**src/rtl/pipeline_stall_unit.sv**
```systemverilog
// Decode-stage stall/flush controller: load-use interlock, mult/div freeze and
// wrong-path squash on a taken branch, driving the PC/FD/DX/XM latch controls.
module pipeline_stall_unit #(
  parameter int MD_TIMEOUT = 64
) (
  input  logic        clock_i,
  input  logic        reset_i,
  input  logic [31:0] in_fd_i,
  input  logic [31:0] in_dx_i,
  input  logic        branch_taken_i,
  input  logic        md_result_rdy_i,
  output logic        stall_pc_o,
  output logic        stall_fd_o,
  output logic        stall_dx_o,
  output logic        bubble_dx_o,
  output logic        bubble_xm_o,
  output logic        flush_fd_o,
  output logic        md_start_o,
  output logic        md_capture_o,
  output logic        md_timeout_o
);

  localparam logic [4:0] OP_ALU  = 5'b00000;
  localparam logic [4:0] OP_BNE  = 5'b00010;
  localparam logic [4:0] OP_JR   = 5'b00100;
  localparam logic [4:0] OP_ADDI = 5'b00101;
  localparam logic [4:0] OP_BLT  = 5'b00110;
  localparam logic [4:0] OP_SW   = 5'b00111;
  localparam logic [4:0] OP_LW   = 5'b01000;
  localparam logic [4:0] AOP_SLL = 5'b00100;
  localparam logic [4:0] AOP_SRA = 5'b00101;
  localparam logic [4:0] AOP_MUL = 5'b00110;
  localparam logic [4:0] AOP_DIV = 5'b00111;
  localparam logic [6:0] CNT_LAST = 7'(MD_TIMEOUT - 1);
  localparam logic [6:0] CNT_MAX  = 7'h7f;

  typedef enum logic [1:0] {RUN, MD_WAIT, MD_DONE} state_t;

  state_t     state_q, state_d;
  logic [6:0] cnt_q, cnt_d;
  logic       timeout_q, timeout_d;

  logic [4:0] fd_op, fd_rd, fd_rs, fd_rt, fd_aluop;
  logic [4:0] dx_op, dx_rd, dx_aluop;
  logic       use_rs, use_rt, use_rd;
  logic       load_use, md_dx;
  logic       s_pc, s_fd, s_dx, b_dx, b_xm, f_fd, m_start, m_cap;

  assign fd_op    = in_fd_i[31:27];
  assign fd_rd    = in_fd_i[26:22];
  assign fd_rs    = in_fd_i[21:17];
  assign fd_rt    = in_fd_i[16:12];
  assign fd_aluop = in_fd_i[6:2];
  assign dx_op    = in_dx_i[31:27];
  assign dx_rd    = in_dx_i[26:22];
  assign dx_aluop = in_dx_i[6:2];

  assign use_rs = (fd_op == OP_ALU) || (fd_op == OP_ADDI) || (fd_op == OP_LW) ||
                  (fd_op == OP_SW)  || (fd_op == OP_BNE)  || (fd_op == OP_BLT);
  assign use_rt = (fd_op == OP_ALU) && (fd_aluop != AOP_SLL) && (fd_aluop != AOP_SRA);
  assign use_rd = (fd_op == OP_SW) || (fd_op == OP_BNE) || (fd_op == OP_BLT) ||
                  (fd_op == OP_JR);

  // r0 is hardwired zero, so a load targeting it never creates a hazard
  assign load_use = (dx_op == OP_LW) && (dx_rd != 5'd0) &&
                    ((use_rs && (fd_rs == dx_rd)) ||
                     (use_rt && (fd_rt == dx_rd)) ||
                     (use_rd && (fd_rd == dx_rd)));
  assign md_dx = (dx_op == OP_ALU) && ((dx_aluop == AOP_MUL) || (dx_aluop == AOP_DIV));

  always_ff @(posedge clock_i or posedge reset_i) begin
    if (reset_i) begin
      state_q   <= RUN;
      cnt_q     <= 7'd0;
      timeout_q <= 1'b0;
    end else begin
      state_q   <= state_d;
      cnt_q     <= cnt_d;
      timeout_q <= timeout_d;
    end
  end

  always_comb begin
    state_d   = state_q;
    cnt_d     = cnt_q;
    timeout_d = timeout_q;
    s_pc      = 1'b0;
    s_fd      = 1'b0;
    s_dx      = 1'b0;
    b_dx      = 1'b0;
    b_xm      = 1'b0;
    f_fd      = 1'b0;
    m_start   = 1'b0;
    m_cap     = 1'b0;
    case (state_q)
      RUN: begin
        if (branch_taken_i) begin
          f_fd = 1'b1;
          b_dx = 1'b1;
        end else if (load_use) begin
          s_pc = 1'b1;
          s_fd = 1'b1;
          b_dx = 1'b1;
        end else if (md_dx) begin
          m_start = 1'b1;
          s_pc    = 1'b1;
          s_fd    = 1'b1;
          s_dx    = 1'b1;
          b_xm    = 1'b1;
          cnt_d   = 7'd0;
          state_d = MD_WAIT;
        end
      end
      MD_WAIT: begin
        s_pc  = 1'b1;
        s_fd  = 1'b1;
        s_dx  = 1'b1;
        b_xm  = 1'b1;
        cnt_d = (cnt_q == CNT_MAX) ? cnt_q : cnt_q + 7'd1;
        if (md_result_rdy_i) begin
          state_d = MD_DONE;
        end else if (cnt_q == CNT_LAST) begin
          timeout_d = 1'b1;
          state_d   = MD_DONE;
        end
      end
      MD_DONE: begin
        m_cap   = 1'b1;
        state_d = RUN;
        if (load_use) begin
          s_pc = 1'b1;
          s_fd = 1'b1;
          b_dx = 1'b1;
        end
      end
      default: state_d = RUN;
    endcase
  end

  // Outputs are forced low for the whole time reset is held, regardless of inputs
  assign stall_pc_o   = s_pc    & ~reset_i;
  assign stall_fd_o   = s_fd    & ~reset_i;
  assign stall_dx_o   = s_dx    & ~reset_i;
  assign bubble_dx_o  = b_dx    & ~reset_i;
  assign bubble_xm_o  = b_xm    & ~reset_i;
  assign flush_fd_o   = f_fd    & ~reset_i;
  assign md_start_o   = m_start & ~reset_i;
  assign md_capture_o = m_cap   & ~reset_i;
  assign md_timeout_o = timeout_q;

endmodule

```
**config.mk**
```make
export PLATFORM = sky130hd
export DESIGN_NAME = pipeline_stall_unit
export DESIGN_NICKNAME = d
export VERILOG_FILES = /design/src/rtl/pipeline_stall_unit.sv
export SDC_FILE = /design/constraint.sdc
export NUM_CORES = 1
export LEC_CHECK = 0
export BUFFER_PORTS_ARGS = -buffer_cell sky130_fd_sc_hd__buf_4
export CAP_MARGIN = 20
export CORE_MARGIN = 1.5
export CORE_UTILIZATION = 40
export DETAILED_ROUTE_END_ITERATION = 6
export PLACE_DENSITY = 0.82
export SYNTH_ARGS = -nofsm -noshare
export SYNTH_HDL_FRONTEND = slang
export SYNTH_SLANG_ARGS = --single-unit
```
**constraint.sdc**
```tcl
create_clock -name clock_i -period 4.4 [get_ports clock_i]
set_input_delay 0.22 -clock clock_i [delete_from_list [all_inputs] [get_ports clock_i]]
set_output_delay 0.22 -clock clock_i [all_outputs]
set_load 0.05 [all_outputs]
```
# --- Word-level counts from Yosys, hierarchy flattened ---
# Index checks and enable logic that the tools add are counted.
totals:
  ff_bits: 10
  output_inout_bits: 9
  word_cells: 87
classes:
  add_sub_neg: 1
  n_eq_ne: 23
  muxes: 25
  bitwise_logic: 8
  n_reduce_logical: 27
op_table:
  columns: ["cell", "n"]
  rows:
  - ["== test 5 x 3 -> 1 bit, second input constant", 6]
  - ["two-way mux 7 bit", 4]
  - ["== test 5 bit", 3]
  - ["one-hot mux 7 bit (2 select lines)", 1]
  - ["logical OR 1 bit", 11]
  - ["two-way mux 1 bit", 11]
  - ["== test 5 x 4 -> 1 bit, second input constant", 2]
  - ["zero test 5 bit", 2]
  - ["two-way mux 2 bit", 5]
  - ["inequality test 5 x 3 -> 1 bit, second input constant", 2]
  - ["logical AND 1 bit", 8]
  - ["inequality test 2 bit, second input constant", 4]
  - ["adder 7 x 1 -> 7 bit, second input constant", 1]
  - ["== test 7 x 6 -> 1 bit, second input constant", 1]
  - ["== test 7 bit, second input constant", 1]
  - ["AND 1 bit", 6]
  - ["== test 5 x 2 -> 1 bit, second input constant", 1]
  - ["AND reduction 5 bit", 1]
  - ["nonzero test 5 bit", 1]
  - ["one-hot mux 1 bit (2 select lines)", 2]
  - ["one-hot mux 2 bit (2 select lines)", 1]
  - ["AND reduction 4 bit", 1]
  - ["inequality test 3 bit, second input constant", 1]
  - ["one-hot mux 1 bit (3 select lines)", 1]
  - ["6 further kinds", 7]

# --- Logic depth before layout (Yosys ltp) ---
depth:
  depth_word: 14
  depth_mapped: 6
  mapped_depth_nobuf: 6

# --- Worst setup path after synthesis ---
# No wires, ideal clock.
synth_timing:
  path_type: "input port to output port"
  from: "input in_dx_i[25]"
  to: "output stall_pc_o"
  arrival_time_ns: 2.490
  t_required_ns: 4.180
  path_slack_ns: 1.690
  stages: 6
  n_path_buf: 1
  path_cell_list: "xnor2_1 -> o211ai_1 -> or4_4 -> or3_1 -> a31oi_1 -> buf_4"
synth_via:
  elab_chain_cells: 9
synth_rtl:
  columns: ["item", "line", "rtl"]
  rows:
  - ["start, declared", "9", "input logic [31:0] in_dx_i,"]
  - ["== test 5 bit, on equally long branches", "66, 67", null]
  - ["logical AND 1 bit, on equally long branches", "66, 67", null]
  - ["logical OR 1 bit", "66", "((use_rs && (fd_rs == dx_rd)) ||"]
  - ["logical OR 1 bit", "67", "(use_rt && (fd_rt == dx_rd)) ||"]
  - ["logical AND 1 bit (*)", "65", "assign load_use = (dx_op == OP_LW) && (dx_rd != 5'd0) &&"]
  - ["two-way mux 1 bit (2 in a row)", null, null]
  - ["one-hot mux 1 bit (3 select lines) (*)", null, null]
  - ["AND 1 bit (*)", null, null]
  - ["end, declared", "12", "output logic stall_pc_o,"]
# Every way passes the cells marked *; elsewhere a longest branch is shown, timed or not.

==> summary.txt <==
Global route
  – Wire length of the first global-routing pass: 3840 um
  – Largest net degree at the start of global routing: 11
  – Vias in the first global route: 921
  – GRT Util Overall: 20.4%
  – Initial antenna violation count: 0
  – Grt ovf: 0

Timing
  – Layout Skew: 0.00650 ns
  – Hold slack: 0.193 ns
  – Max Slew Vio Count: 0
  – RSZ-0062 raised after global routing: no
  – Rel. slew slack: 68.3%
  – Final period util: 50.4%
  – Final setup violation count: 0
  – Slew @ Worst Pin: 0.474 ns
  – Fmax: 0.451 GHz
  – Minimum clock period: 2.22 ns
  – Final Hold Fails: 0
  – Post-route setup TNS: 0 ns

Floorplanning
  – Total core area: 2000 um^2
  – I/O pins: 77
  – Std-Cell Rows: 16
  – Initial Util: 43.4%
  – Chip Width: 49.6 um
  – Die Area: 2460 um^2
  – Die H: 49.6 um

Clock tree
  – Clock Tree Buf Depth: 2
  – H-tree depth: 1
  – Post_cts resized: 0
  – CTS sink count: 10
  – CTS buffer count: 3
  – CTS tree: yes
  – Root Buffer: clkbuf_4
  – Worst-path clk slew: 0.06 ns
  – CTS Hold Bufs: 1
  – Worst skew pair latency: 0.27 ns
  – Postcts setup bufs: 0

Route
  – Final ANT Viol Nets: 0
  – Total number of vias: 929
  – Post-route DRC: 0
  – DR iter-0 viols: 6
  – DR pass1 iterations: 4
  – Wirelength, routed: 2270 um
  – Routed len/inst: 12.5 um
  – Via/cell ratio: 5.10

Logic synthesis
  – Async SR Flop Fraction: 100%
  – Cells after synthesis: 105
  – Dominant cells by area after synthesis: dfrtp_1 (29%), xnor2_1 (15%), nor2_1 (4.3%)
  – Post-synth EDFFs: 0
  – Register bit total from synthesis: 10
  – Distinct cells, synth: 39
  – Syn_area_per_cell: 8.27 um^2
  – Ys flop type: dfrtp_1
  – Register area share after synthesis: 28.8%
  – Yosys synthesis warning count: 0
  – Synthesized Nets: 174
  – Cell accounting for the most synthesized area: dfrtp_1
  – Post-Synthesis Cell Area: 868 um^2
  – Post-synth top area share: 28.8%

Setup path
  – Crit path kind: flip-flop to primary output
  – Slowest stage delay, CP: 0.40 ns
  – Critical path depth in cells: 6
  – Reg2reg end: cnt_q[1]
  – CP endpoint kind: primary output
  – Worst path arrival time: 2.00 ns
  – Worst r2r src: cnt_q[0]
  – FF-to-FF path depth: 5
  – Worst Setup EP: md_start_o
  – Setup crit start: cnt_q[0]
  – Delay-heaviest family, CP: simple AND/OR/NAND/NOR gates
  – Cells along the critical path: ha_1 > and3_1 > and3_1 > a31o_2 > nor3_1 > buf_4
  – Worst-path fanout max: 5
  – Most used cell, CP: and3_1
  – CP required: 4.18 ns
  – Worst setup SP type: flip-flop
  – R2R Setup Slk: 2.72 ns
  – Buf/Inv on CP: 1
  – CP max-delay cell: dfrtp_1

Power and ir drop
  – P_leak: 0.616 nW
  – Power per cell area: 350 nW/um^2
  – Max VDD drop: 0.228 mV

Placed design
  – Placed wire-length estimate: 1920 um
  – Gpl congestion: 0.804
  – Port Buffers: 50

Cells and area
  – Finished Core Util: 64.3%
  – Nets: 226
  – Filler Cells Inserted: 186
  – Most common cell after layout, fill and taps aside: buf_4
  – Diodes inserted: 0
  – Share of layout cells above drive strength 1: 37.4%
  – Layout Area Growth over Synthesis: 48.3%
  – Most frequent cells in the layout: buf_4 (50), xnor2_1 (15), nor2_1 (10), dfrtp_1 (10), nand2_1 (7)

Status
  – Status: completed

Flow run
  – Maxcap violations: 0

Min path
  – HP Class: primary input to flip-flop
-- synth_stat cells, types with 2 or more instances --
library cell and number:
a31oi_1 3, nor2b_1 2, a21o_1 2, a22o_1 2, mux2i_1 3, nand2b_1 2
nor4_1 3, or3_1 2, nor3_1 2, o21ai_0 3, xor2_1 2, nor2_1 10
xnor2_1 15, a21oi_1 3, nand2_1 7, nand3_1 5, buf_4 2, inv_1 5
dfrtp_1 10, nand4_1 2, and3_1 2
-- power breakdown --
| part | internal [W] | switching, W | leakage [nW] |
|---|---|---|---|
| clock network | 0.0000315 | 0.0000296 | 0.0138 |
| registers | 0.000117 | 0.0000341 | 0.133 |
| logic | 0.000101 | 0.000136 | 0.469 |
| total | 0.000250 | 0.000200 | 0.616 |
-- cell type report --
| cell class | count | area [um^2] | share of cell area (%) |
|---|---|---|---|
| Timing Repair Buffer | 51 | 385 | 29.9 |
| Tap cell | 27 | 33.8 | 2.62 |
| Inverter | 5 | 18.8 | 1.46 |
| Clock buffer | 3 | 22.5 | 1.75 |
| Multi-Input combinational cell | 86 | 577 | 44.8 |
| Sequential cell | 10 | 250 | 19.4 |
-- kinds of logic after synthesis --
kind of cell / Yosys count / share of synthesized area, %
AOI/OAI and AO/OA: 21 / 16.6
xor gates and xnor gates: 17 / 17.1
adders and majority gates: 1 / 1.44
buffers and inverters: 9 / 4.75
DFF: 10 / 28.8
muxes: 3 / 3.46
and+or+nand+nor: 44 / 27.8
-- tightest hold or removal path, cell delays in order --
cell and delay [ns]:
buf_4 0.09, nor2_1 0.04, nor2_1 0.07
-- worst min-delay path by stage --
stage                    startpoint         end  slack, ns  cells after the start
finish              md_result_rdy_i  state_q[1]       0.19                      3
global route        md_result_rdy_i  state_q[1]       0.20                      3
CTS                 md_result_rdy_i  state_q[1]       0.19                      3
detailed placement          reset_i  state_q[0]       0.26                      2
global placement            reset_i  state_q[0]       0.25                      2
floorplan                   reset_i    cnt_q[0]       0.06                      1
-- layer usage --
layer / vias up / GRT usage (%) / part of all wire [%]
met5: - / 0 / 0
met4: 0 / 8.33 / 1.7
met3: 5 / 5.15 / 5.4
met2: 26 / 34.9 / 50
met1: 420 / 24.2 / 43
li1: 478 / - / -
-- stage by stage --
stage | instances | worst slack [ns] | instance area (um^2) | total power, W
finish | 182 | 2.18 | 1290 | 0.000450
global route | 182 | 2.08 | 1290 | 0.000485
CTS | 182 | 2.17 | 1290 | 0.000454
detailed placement | 178 | 2.27 | 1250 | 0.000390
global placement | 178 | 2.28 | 1250 | 0.000382
floorplan | 105 | 1.69 | 868 | 0.000315
-- flip-flops by register name, indices dropped and copies added, names as in the netlist --
| name | flops |
|---|---|
| state_q | 2 |
| md_timeout_o | 1 |
| cnt_q | 7 |
No activity file was read; power rests on OpenSTA's default activity.
